## config.mk

```make
export PLATFORM = sky130hd
export DESIGN_NAME = if_id_skid
export DESIGN_NICKNAME = d
export VERILOG_FILES = /design/src/rtl/if_id_skid.sv
export SDC_FILE = /design/constraint.sdc
export NUM_CORES = 1
export LEC_CHECK = 0
export CAP_MARGIN = 20
export CORE_MARGIN = 10
export CORE_UTILIZATION = 54
export CTS_CLUSTER_DIAMETER = 40
export DETAILED_ROUTE_END_ITERATION = 8
export PLACE_DENSITY = 0.92
export SLEW_MARGIN = 20
export SYNTH_ARGS = -nofsm -noshare
export SYNTH_HDL_FRONTEND = slang
export SYNTH_SLANG_ARGS = --single-unit
```

## constraint.sdc

```tcl
create_clock -name clk_i -period 5.1 [get_ports clk_i]
set_input_delay 1.275 -clock clk_i [delete_from_list [all_inputs] [get_ports clk_i]]
set_output_delay 1.275 -clock clk_i [all_outputs]
set_load 0.05 [all_outputs]
```

## src/rtl/if_id_skid.sv

```systemverilog
// IF->ID pipeline stage with a main/skid register pair: ready/valid handshake on both sides,
// stall/flush control and saturating stall/flush event counters.
module if_id_skid #(
  parameter int unsigned       INST_W       = 32,
  parameter int unsigned       ADDR_W       = 32,
  parameter logic [INST_W-1:0] NOP_INST     = 32'h0000_0013,
  parameter bit                FLUSH_BUBBLE = 1'b1,
  parameter int unsigned       CNT_W        = 16
) (
  input  logic              clk_i,
  input  logic              rst_i,
  input  logic              stall_i,
  input  logic              flush_i,
  input  logic              in_valid_i,
  output logic              in_ready_o,
  input  logic [INST_W-1:0] instr_i,
  input  logic [ADDR_W-1:0] pc_i,
  output logic              out_valid_o,
  input  logic              out_ready_i,
  output logic [INST_W-1:0] instr_o,
  output logic [ADDR_W-1:0] pc_o,
  output logic [1:0]        occupancy_o,
  output logic [CNT_W-1:0]  stall_cnt_o,
  output logic [CNT_W-1:0]  flush_cnt_o
);

  typedef enum logic [1:0] {
    EMPTY = 2'd0,
    ONE   = 2'd1,
    FULL  = 2'd2
  } state_t;

  state_t              state_q, state_d;
  logic [INST_W-1:0]   main_instr_q, main_instr_d;
  logic [ADDR_W-1:0]   main_pc_q, main_pc_d;
  logic [INST_W-1:0]   skid_instr_q, skid_instr_d;
  logic [ADDR_W-1:0]   skid_pc_q, skid_pc_d;
  logic [CNT_W-1:0]    stall_cnt_q, flush_cnt_q;
  logic                acc, deq;

  // Ready depends only on registered state and control inputs, never on out_ready_i.
  assign in_ready_o  = ~rst_i & ~stall_i & (state_q != FULL);
  assign out_valid_o = ~stall_i & (state_q != EMPTY);
  assign acc         = in_valid_i & in_ready_o;
  assign deq         = out_valid_o & out_ready_i;

  assign instr_o     = main_instr_q;
  assign pc_o        = main_pc_q;
  assign occupancy_o = state_q;
  assign stall_cnt_o = stall_cnt_q;
  assign flush_cnt_o = flush_cnt_q;

  always_comb begin
    state_d      = state_q;
    main_instr_d = main_instr_q;
    main_pc_d    = main_pc_q;
    skid_instr_d = skid_instr_q;
    skid_pc_d    = skid_pc_q;
    if (!stall_i) begin
      if (flush_i) begin
        if (FLUSH_BUBBLE) begin
          state_d      = ONE;
          main_instr_d = NOP_INST;
          main_pc_d    = '0;
        end else begin
          state_d = EMPTY;
        end
      end else begin
        case (state_q)
          EMPTY: begin
            if (acc) begin
              state_d      = ONE;
              main_instr_d = instr_i;
              main_pc_d    = pc_i;
            end
          end
          ONE: begin
            if (acc && deq) begin
              main_instr_d = instr_i;
              main_pc_d    = pc_i;
            end else if (acc) begin
              state_d      = FULL;
              skid_instr_d = instr_i;
              skid_pc_d    = pc_i;
            end else if (deq) begin
              state_d = EMPTY;
            end
          end
          FULL: begin
            // The skid beat is always younger, so it moves up into the head slot.
            if (deq) begin
              state_d      = ONE;
              main_instr_d = skid_instr_q;
              main_pc_d    = skid_pc_q;
            end
          end
          default: state_d = EMPTY;
        endcase
      end
    end
  end

  always_ff @(posedge clk_i) begin
    if (rst_i) begin
      state_q      <= EMPTY;
      main_instr_q <= NOP_INST;
      main_pc_q    <= '0;
      skid_instr_q <= '0;
      skid_pc_q    <= '0;
      stall_cnt_q  <= '0;
      flush_cnt_q  <= '0;
    end else begin
      state_q      <= state_d;
      main_instr_q <= main_instr_d;
      main_pc_q    <= main_pc_d;
      skid_instr_q <= skid_instr_d;
      skid_pc_q    <= skid_pc_d;
      if (stall_i && (stall_cnt_q != '1)) begin
        stall_cnt_q <= stall_cnt_q + 1'b1;
      end
      if (flush_i && !stall_i && (flush_cnt_q != '1)) begin
        flush_cnt_q <= flush_cnt_q + 1'b1;
      end
    end
  end

endmodule

```

Yosys cells after proc, flatten, opt, wreduce, memory -nomap -nowiden --
Index checks and enable logic that the tools add are counted.
Operators by class: add/subtract/negate cells 2, equal/unequal tests 10, multiplexer cells 17, bitwise operators 9, reductions and logical operators 11
Operator list (number):
- $mux W32 | 8
- $pmux W32 S3 | 2
- $add A16 B1 Y16 const B | 2
- $ne A16 B16 Y1 const B | 2
- $reduce_and A5 Y1 | 3
- $mux W2 | 6
- $ne A3 B3 Y1 const B | 4
- $pmux W2 S3 | 1
- $and A1 B1 Y1 | 5
- $logic_and A1 B1 Y1 | 4
- $ne A4 B4 Y1 const B | 1
- $not A1 Y1 | 4
- $reduce_bool A4 Y1 | 1
- $eq A2 B1 Y1 const B | 1
- $eq A2 B2 Y1 const B | 1
- $logic_not A2 Y1 | 1
- $ne A2 B2 Y1 const B | 1
- $reduce_bool A2 Y1 | 1
- $logic_not A1 Y1 | 1
Word-level totals: register bits 162

Longest topological paths before layout --
Gate-level depths: netlist of the first run.
depth in word-level cells 8, gate-level depth with buffers 7

Worst setup path after synthesis of the first run --
Ideal clock, no wire load.
path type input-to-output, from input port rst_i, to output port in_ready_o, data arrival time 3.002 ns, path slack 0.823 ns, cell stages on the path 4, cells stage by stage clkbuf_1 -> clkbuf_1 -> clkbuf_1 -> nor3b_1
On the way: cells in the longest elaborated chain, start to end 3
Ends and longest elaborated chain:
- start: declaration | RTL line 11 | input logic rst_i,
- $not A1 Y1 | RTL line 42 | assign in_ready_o = ~rst_i & ~stall_i & (state_q != FULL);
- $and A1 B1 Y1 (2 in a row) | RTL line 42
- end: declaration | RTL line 15 | output logic in_ready_o,
Every way passes these cells.

Worst setup path in the final report of the first run --
from input port stall_i, to output port in_ready_o
On the way: cells in the longest elaborated chain, start to end 3
Ends and longest elaborated chain:
- start: declaration | RTL line 12 | input logic stall_i,
- $not A1 Y1 (no source line)
- $and A1 B1 Y1 (2 in a row) | RTL line 42
Every way passes these cells.

==> summary.txt, run 1 <==
Run status
  – Status: finished clean

Pwr
  – Gate power share: about an eighth
  – Total Power: about 3 mW
  – Sw Share: about a quarter
  – Seq pwr share: between 40 and 50%
  – P_sw: between 0.7 and 0.8 mW
  – Pwr/cell area: between 300 and 400 nW/um^2
  – Power share of the clock group: about 44%
  – Leakage: approximately 3.6 nW
  – P_int: about 2.2 mW
  – Worst vdd ir: roughly 0.22 mV

Drt
  – Routed met1 length: ~8400 microns
  – Met3 WL: ~1700 microns
  – Number of DRC markers in iteration 0: roughly 550
  – Total Wirelength: roughly 21000 microns
  – Post-route ant nets: 0
  – Met2 wire length: between 10000 and 15000 microns
  – Via density: between 5 and 6
  – Uppermost layer routed: met4
  – Vias: 6647
  – Residual DRC: 0
  – WL per Instance: 18.9 microns
  – Drt pass-1 iters: 6

STA
  – Finish-stage setup viols: 0
  – Clock Skews: around 0.0055 ns
  – RSZ-0062 raised after global routing: false
  – Fmax: ~0.25 GHz
  – Setup TNS: 0 ns
  – Fin. max-slew vios: 0
  – Actual slew at the worst max-slew pin: 1.07 ns
  – Final hold vios: 0
  – Final Cycle Share: between 70% and 80%
  – Tmin final: 4.06 ns
  – Rel. slew slack: 28.7%
  – Hold Worst Slack: ~0.45 ns

Die
  – Die H: between 100 and 150 microns
  – Row count: 42
  – I/O pin total: 170
  – Die width: around 140 microns
  – Starting Density: 55.0%
  – Die footprint: 18500 sq um
  – Core area: 13200 sq um

Synthesis
  – Cell count after synthesis: 797
  – Post-synth ARST share: 0%
  – #FFs+latches synth: ~160
  – Sequential fraction of the synthesis area: roughly 45%
  – Share of the synthesized area in the top cell type: between 40% and 50%
  – Count leader, synth: dfxtp_1
  – Top cells by area, synth: dfxtp_1, mux2i_1, o31ai_2
  – Synthesized area: 7250 sq um
  – Yosys warns: 0
  – Synth cell count leaders: dfxtp_1, nand2_1, a21oi_1
  – Ys flop type: dfxtp_1
  – Mean Syn Cell Area: 9.10 sq um
  – Post-synth EDFFs: 0
  – Syn nets: roughly 870
  – Top cell type by total area after synthesis: dfxtp_1
  – Yosys cell types: 47

GRT
  – Initial antenna violation count: 0
  – First-pass GRT wire length: between 30000 and 40000 microns
  – All-Layer GR Usage: about 22%
  – Vias in the first global route: ~6400
  – GRT Residual Overflow: 0
  – Largest net degree at the start of global routing: 96

Placed design
  – DPL Wire Length: ~13000 microns
  – PortBufs: 169
  – Final RePlAce weighted congestion: around 0.84

Clocking
  – Hold_buf cts: 0
  – Post_cts resized: 0
  – CTS buffer count: 17
  – Clock slew at reported path FFs: approximately 0.060 ns
  – H-tree depth: 4
  – Worst skew pair latency: 0.42 ns
  – CTS Sinks: approximately 160
  – Root Buffer: clkbuf_16
  – CTS tree: done
  – Postcts setup bufs: 0
  – Deepest clock path buffer count: 2

Layout
  – Layout area overhead: 31.6%
  – Antenna cells: 0
  – Layout cells sized above 1: between 10% and 20%
  – Nets@finish: 993

Setup path
  – Critical Path Source Type: input port
  – Reg-to-reg slack, setup: around 2.7 ns
  – Critical R2R Launch: occupancy_o[0]
  – Max FO, Critical Path: 3
  – Crit Path Category: in -> out
  – Arr. time, crit path: ~2.8 ns
  – CP required: between 3 and 4 ns
  – R2R Path End: instr_o[0]
  – Crit end category: output pin
  – Worst Reg-to-Reg Cells: 5

Run
  – Max cap viols: 0

Worst hold path
  – Worst hold-check path type: reg -> reg
  – Hold Path End: skid_instr_q[1]
  – Hold Crit Start: skid_instr_q[1]
  – Worst Hold Depth: 2
==> registers in the layout, indices dropped and copies added (netlist names) <==
signal	count
stall_cnt_o	16
instr_o	32
flush_cnt_o	16
skid_pc_q	32
occupancy_o	2
pc_o	32
skid_instr_q	32
==> power by group through the flow <==
| stage | sequential, mW | combinational (mW) | clock [mW] |
|---|---|---|---|
| 2_1_floorplan | 1.42 | 0.134 | 0 |
| 3_3_place_gp | 1.34 | 0.354 | 0 |
| 3_5_place_dp | 1.34 | 0.360 | 0 |
| 4_1_cts | 1.31 | 0.361 | 1.32 |
| 5_1_grt | 1.31 | 0.380 | 1.36 |
| 6_report | 1.31 | 0.360 | 1.30 |
==> how the worst max path moves through the flow <==
stage | start | end | slack (ns) | cells after the start
3_3_place_gp | stall_i | in_ready_o | 1.04 | 3
4_1_cts | stall_i | in_ready_o | 1.03 | 3
3_5_place_dp | stall_i | in_ready_o | 1.04 | 3
2_1_floorplan | rst_i | in_ready_o | 0.82 | 4
5_1_grt | stall_i | in_ready_o | 0.94 | 3
6_report | stall_i | in_ready_o | 1.04 | 3
==> layout by cell type (no fill, tap or decap), types with 9 or more instances in the layout <==
| master | count |
|---|---|
| clkdlybuf4s50_1 | 168 |
| dfxtp_1 | 162 |
| nand2_1 | 144 |
| a21oi_1 | 86 |
| mux2i_1 | 65 |
| nand4_1 | 59 |
| o31ai_2 | 49 |
| clkbuf_16 | 17 |
| o21ai_0 | 15 |
| nor2_1 | 14 |
| a211oi_1 | 13 |
| a31o_1 | 12 |
| or3_1 | 12 |
| nand3_1 | 10 |
| buf_4 | 9 |
==> layer usage <==
metal,global-route usage (%),up-vias
li1,-,3180
met4,7.16,0
met1,25.4,3196
met3,6.49,29
met2,37.1,242
met5,0,-
==> through the flow <==
step | instance area [sq um] | cells | utilization (%) | setup slack, ns
after global routing | 9540 | 1108 | 72.3 | 0.945
after detailed placement | 8950 | 1078 | 67.8 | 1.04
after CTS | 9540 | 1108 | 72.3 | 1.03
after floorplan | 7250 | 797 | - | 0.823
after global placement | 8940 | 1078 | 67.8 | 1.04
final | 9540 | 1108 | 72.3 | 1.04
==> worst max-delay path, stage by stage <==
cell and delay, ns:
clkdlybuf4s50_1 0.45, nor3b_1 0.22, clkdlybuf4s50_1 0.84
==> cell type report <==
class                      instances  area, sq um
clock inverter                     4         97.6
timing repair buffer             178         1770
clock buffer                      26          499
inverter                           6         22.5
multi-input combinational        556         3690
fill                             925         3650
tap                              176          220
sequential                       162         3240
==> cell families (layout without fill, tap and decap cells) <==
family	after synthesis	in the layout	synth area share, %
AO/OA/AOI/OAI	202	202	21.2
XOR/XNOR	2	2	0.242
adder cells (fa/ha/maj)	2	2	0.345
buffers and inverters	79	214	5.00
flip-flops	162	162	44.7
multiplexers	68	68	9.44
AND/OR/NAND/NOR	282	282	19.0
Power figures use the tool's default switching activity.
==> run 2: changes to the inputs <==
CORE_UTILIZATION = 45   (was 54)
PLACE_DENSITY = 0.82   (was 0.92)
clock period = 3.3 ns   (was 5.1 ns; I/O delays follow)
==> summary.txt, run 2 (synthesis gave the netlist of run 1 again) <==
Setup path
  – Worst Reg-to-Reg Cells: 5
  – CP required: 2.47 ns
  – Slowest stage delay, CP: between 0.4 and 0.5 ns
  – Crit Path Category: in -> out
  – Slowest CP cell: clkdlybuf4s50_1
  – Arr. time, crit path: about 1.9 ns
  – Critical Path Start: stall_i
  – Cell chain of the critical path: clkdlybuf4s50_1 -> buf_4 -> nor3b_2 -> buf_12
  – Reg-to-reg slack, setup: ~1.1 ns
  – Crit end category: output pin
  – R2R Path End: instr_o[6]
  – Critical R2R Launch: occupancy_o[1]
  – Worst setup path end: in_ready_o
  – Critical Path Source Type: input port
  – Max FO, Critical Path: 18

GRT
  – GRT Residual Overflow: 0
  – Largest net degree at the start of global routing: 78
  – Vias in the first global route: roughly 6500
  – Initial antenna violation count: 0
  – First-pass GRT wire length: 34000 microns
  – All-Layer GR Usage: roughly a fifth

Pwr
  – Worst vdd ir: approximately 0.35 mV
  – Leakage: ~3.7 nW
  – Pwr/cell area: ~480 nW/um^2

Placed design
  – DPL Wire Length: 14100 microns
  – PortBufs: ~170
  – Final RePlAce weighted congestion: just over 0.8

Clocking
  – CTS Sinks: 162
  – CTS buffer count: 17
  – Deepest clock path buffer count: 2
  – Post_cts resized: 0
  – CTS tree: done
  – H-tree depth: 4
  – Postcts setup bufs: 0
  – Root Buffer: clkbuf_16
  – Hold_buf cts: 0
  – Clock slew at reported path FFs: 0.06 ns
  – Worst skew pair latency: 0.42 ns

STA
  – Clock Skews: 0.00910 ns
  – RSZ-0062 raised after global routing: false
  – Tmin final: 2.71 ns
  – Hold Worst Slack: 0.452 ns
  – Rel. slew slack: between 40% and 50%
  – Final hold vios: 0
  – Final Cycle Share: 82.1%
  – Fin. max-slew vios: 0
  – Finish-stage setup viols: 0
  – Actual slew at the worst max-slew pin: roughly 0.85 ns
  – Setup TNS: 0 ns
  – Fmax: between 0.3 and 0.4 GHz

Die
  – Die footprint: between 20000 and 25000 sq um
  – Row count: between 40 and 50
  – Die H: 147 microns
  – Die width: around 150 microns
  – Core area: approximately 16000 sq um
  – Starting Density: 45.8%
  – I/O pin total: 170

Drt
  – Vias: around 6600
  – Number of DRC markers in iteration 0: around 480
  – WL per Instance: 18.0 microns
  – Via density: approximately 5.6
  – Post-route ant nets: 0
  – Residual DRC: 0
  – Met2 wire length: between 10000 and 15000 microns
  – Total Wirelength: ~21000 microns
  – Met3 WL: between 1000 and 1500 microns
  – Drt pass-1 iters: 5
  – Routed met1 length: 9070 microns
  – Uppermost layer routed: met4

Layout
  – Fillers: 1367
  – Multi-input gate area: roughly 3700 sq um
  – Most frequent cells in the layout: clkdlybuf4s50_1, dfxtp_1, nand2_1
  – Nets@finish: roughly 1000
  – Layout area overhead: 34.5%
  – Layout cells sized above 1: between 10 and 15%
  – Antenna cells: 0
  – Sequential Area: about 3200 sq um
  – Most common cell after layout, fill and taps aside: clkdlybuf4s50_1

Run status
  – Status: finished clean

Run
  – Max cap viols: 0

Worst hold path
  – Worst hold-check path type: reg -> reg
[run 2: cell types whose count changed in the layout (fill, tap and decap cells not counted), moves of 2 or more]
cell / previous run / this run
buf_4: 9 / 25
clkinv_2: 0 / 3
clkbuf_8: 4 / 0
clkdlybuf4s50_1: 168 / 166
buf_12: 1 / 4
[run 2: final cells by class]
class	instances	area share (%)
clock buffers	21	4.52
flip-flops and latches	162	33.3
inverters	6	0.231
well taps	216	2.77
repair buffers	195	19.8
multi-input cells	556	37.8
clock inverters	10	1.63
[run 2: metal layers]
layer / vias to the layer above / GRT usage (%)
met5: - / 0
met4: 0 / 6.49
met3: 24 / 5.77
met2: 206 / 31.5
met1: 3140 / 23.1
li1: 3212 / -
[run 2: worst min-delay path by stage]
stage / from / end / slack (ns) / cells after the start
after CTS: skid_instr_q[5] / skid_instr_q[5] / 0.45 / 2
after global routing: skid_pc_q[7] / skid_pc_q[7] / 0.47 / 2
after detailed placement: skid_instr_q[5] / skid_instr_q[5] / 0.45 / 2
after global placement: skid_pc_q[27] / skid_pc_q[27] / 0.44 / 2
after floorplan: skid_instr_q[0] / skid_instr_q[0] / 0.44 / 2
final: skid_pc_q[7] / skid_pc_q[7] / 0.45 / 2
[run 2: metrics by stage]
step	area (sq um)	std cells	worst slack, ns	util [%]	total power [mW]
5_1_grt	9750	1166	0.523	61.6	4.80
6_report	9750	1166	0.592	61.6	4.65
4_1_cts	9750	1166	0.590	61.6	4.68
2_1_floorplan	7260	797	0.151	-	2.41
3_5_place_dp	9150	1135	0.301	57.8	2.65
3_3_place_gp	9150	1135	0.351	57.8	2.64
[run 2: critical path, delay by kind of cell]
family | cells | cell delay (ns)
simple gates | 1 | 0.26
buf+inv | 3 | 0.80
[run 2: power breakdown]
| group | switching, mW | internal, mW | total [mW] |
|---|---|---|---|
| Sequential | 0.0314 | 2.00 | 2.03 |
| Clock | 0.779 | 1.26 | 2.04 |
| Combinational | 0.353 | 0.222 | 0.576 |
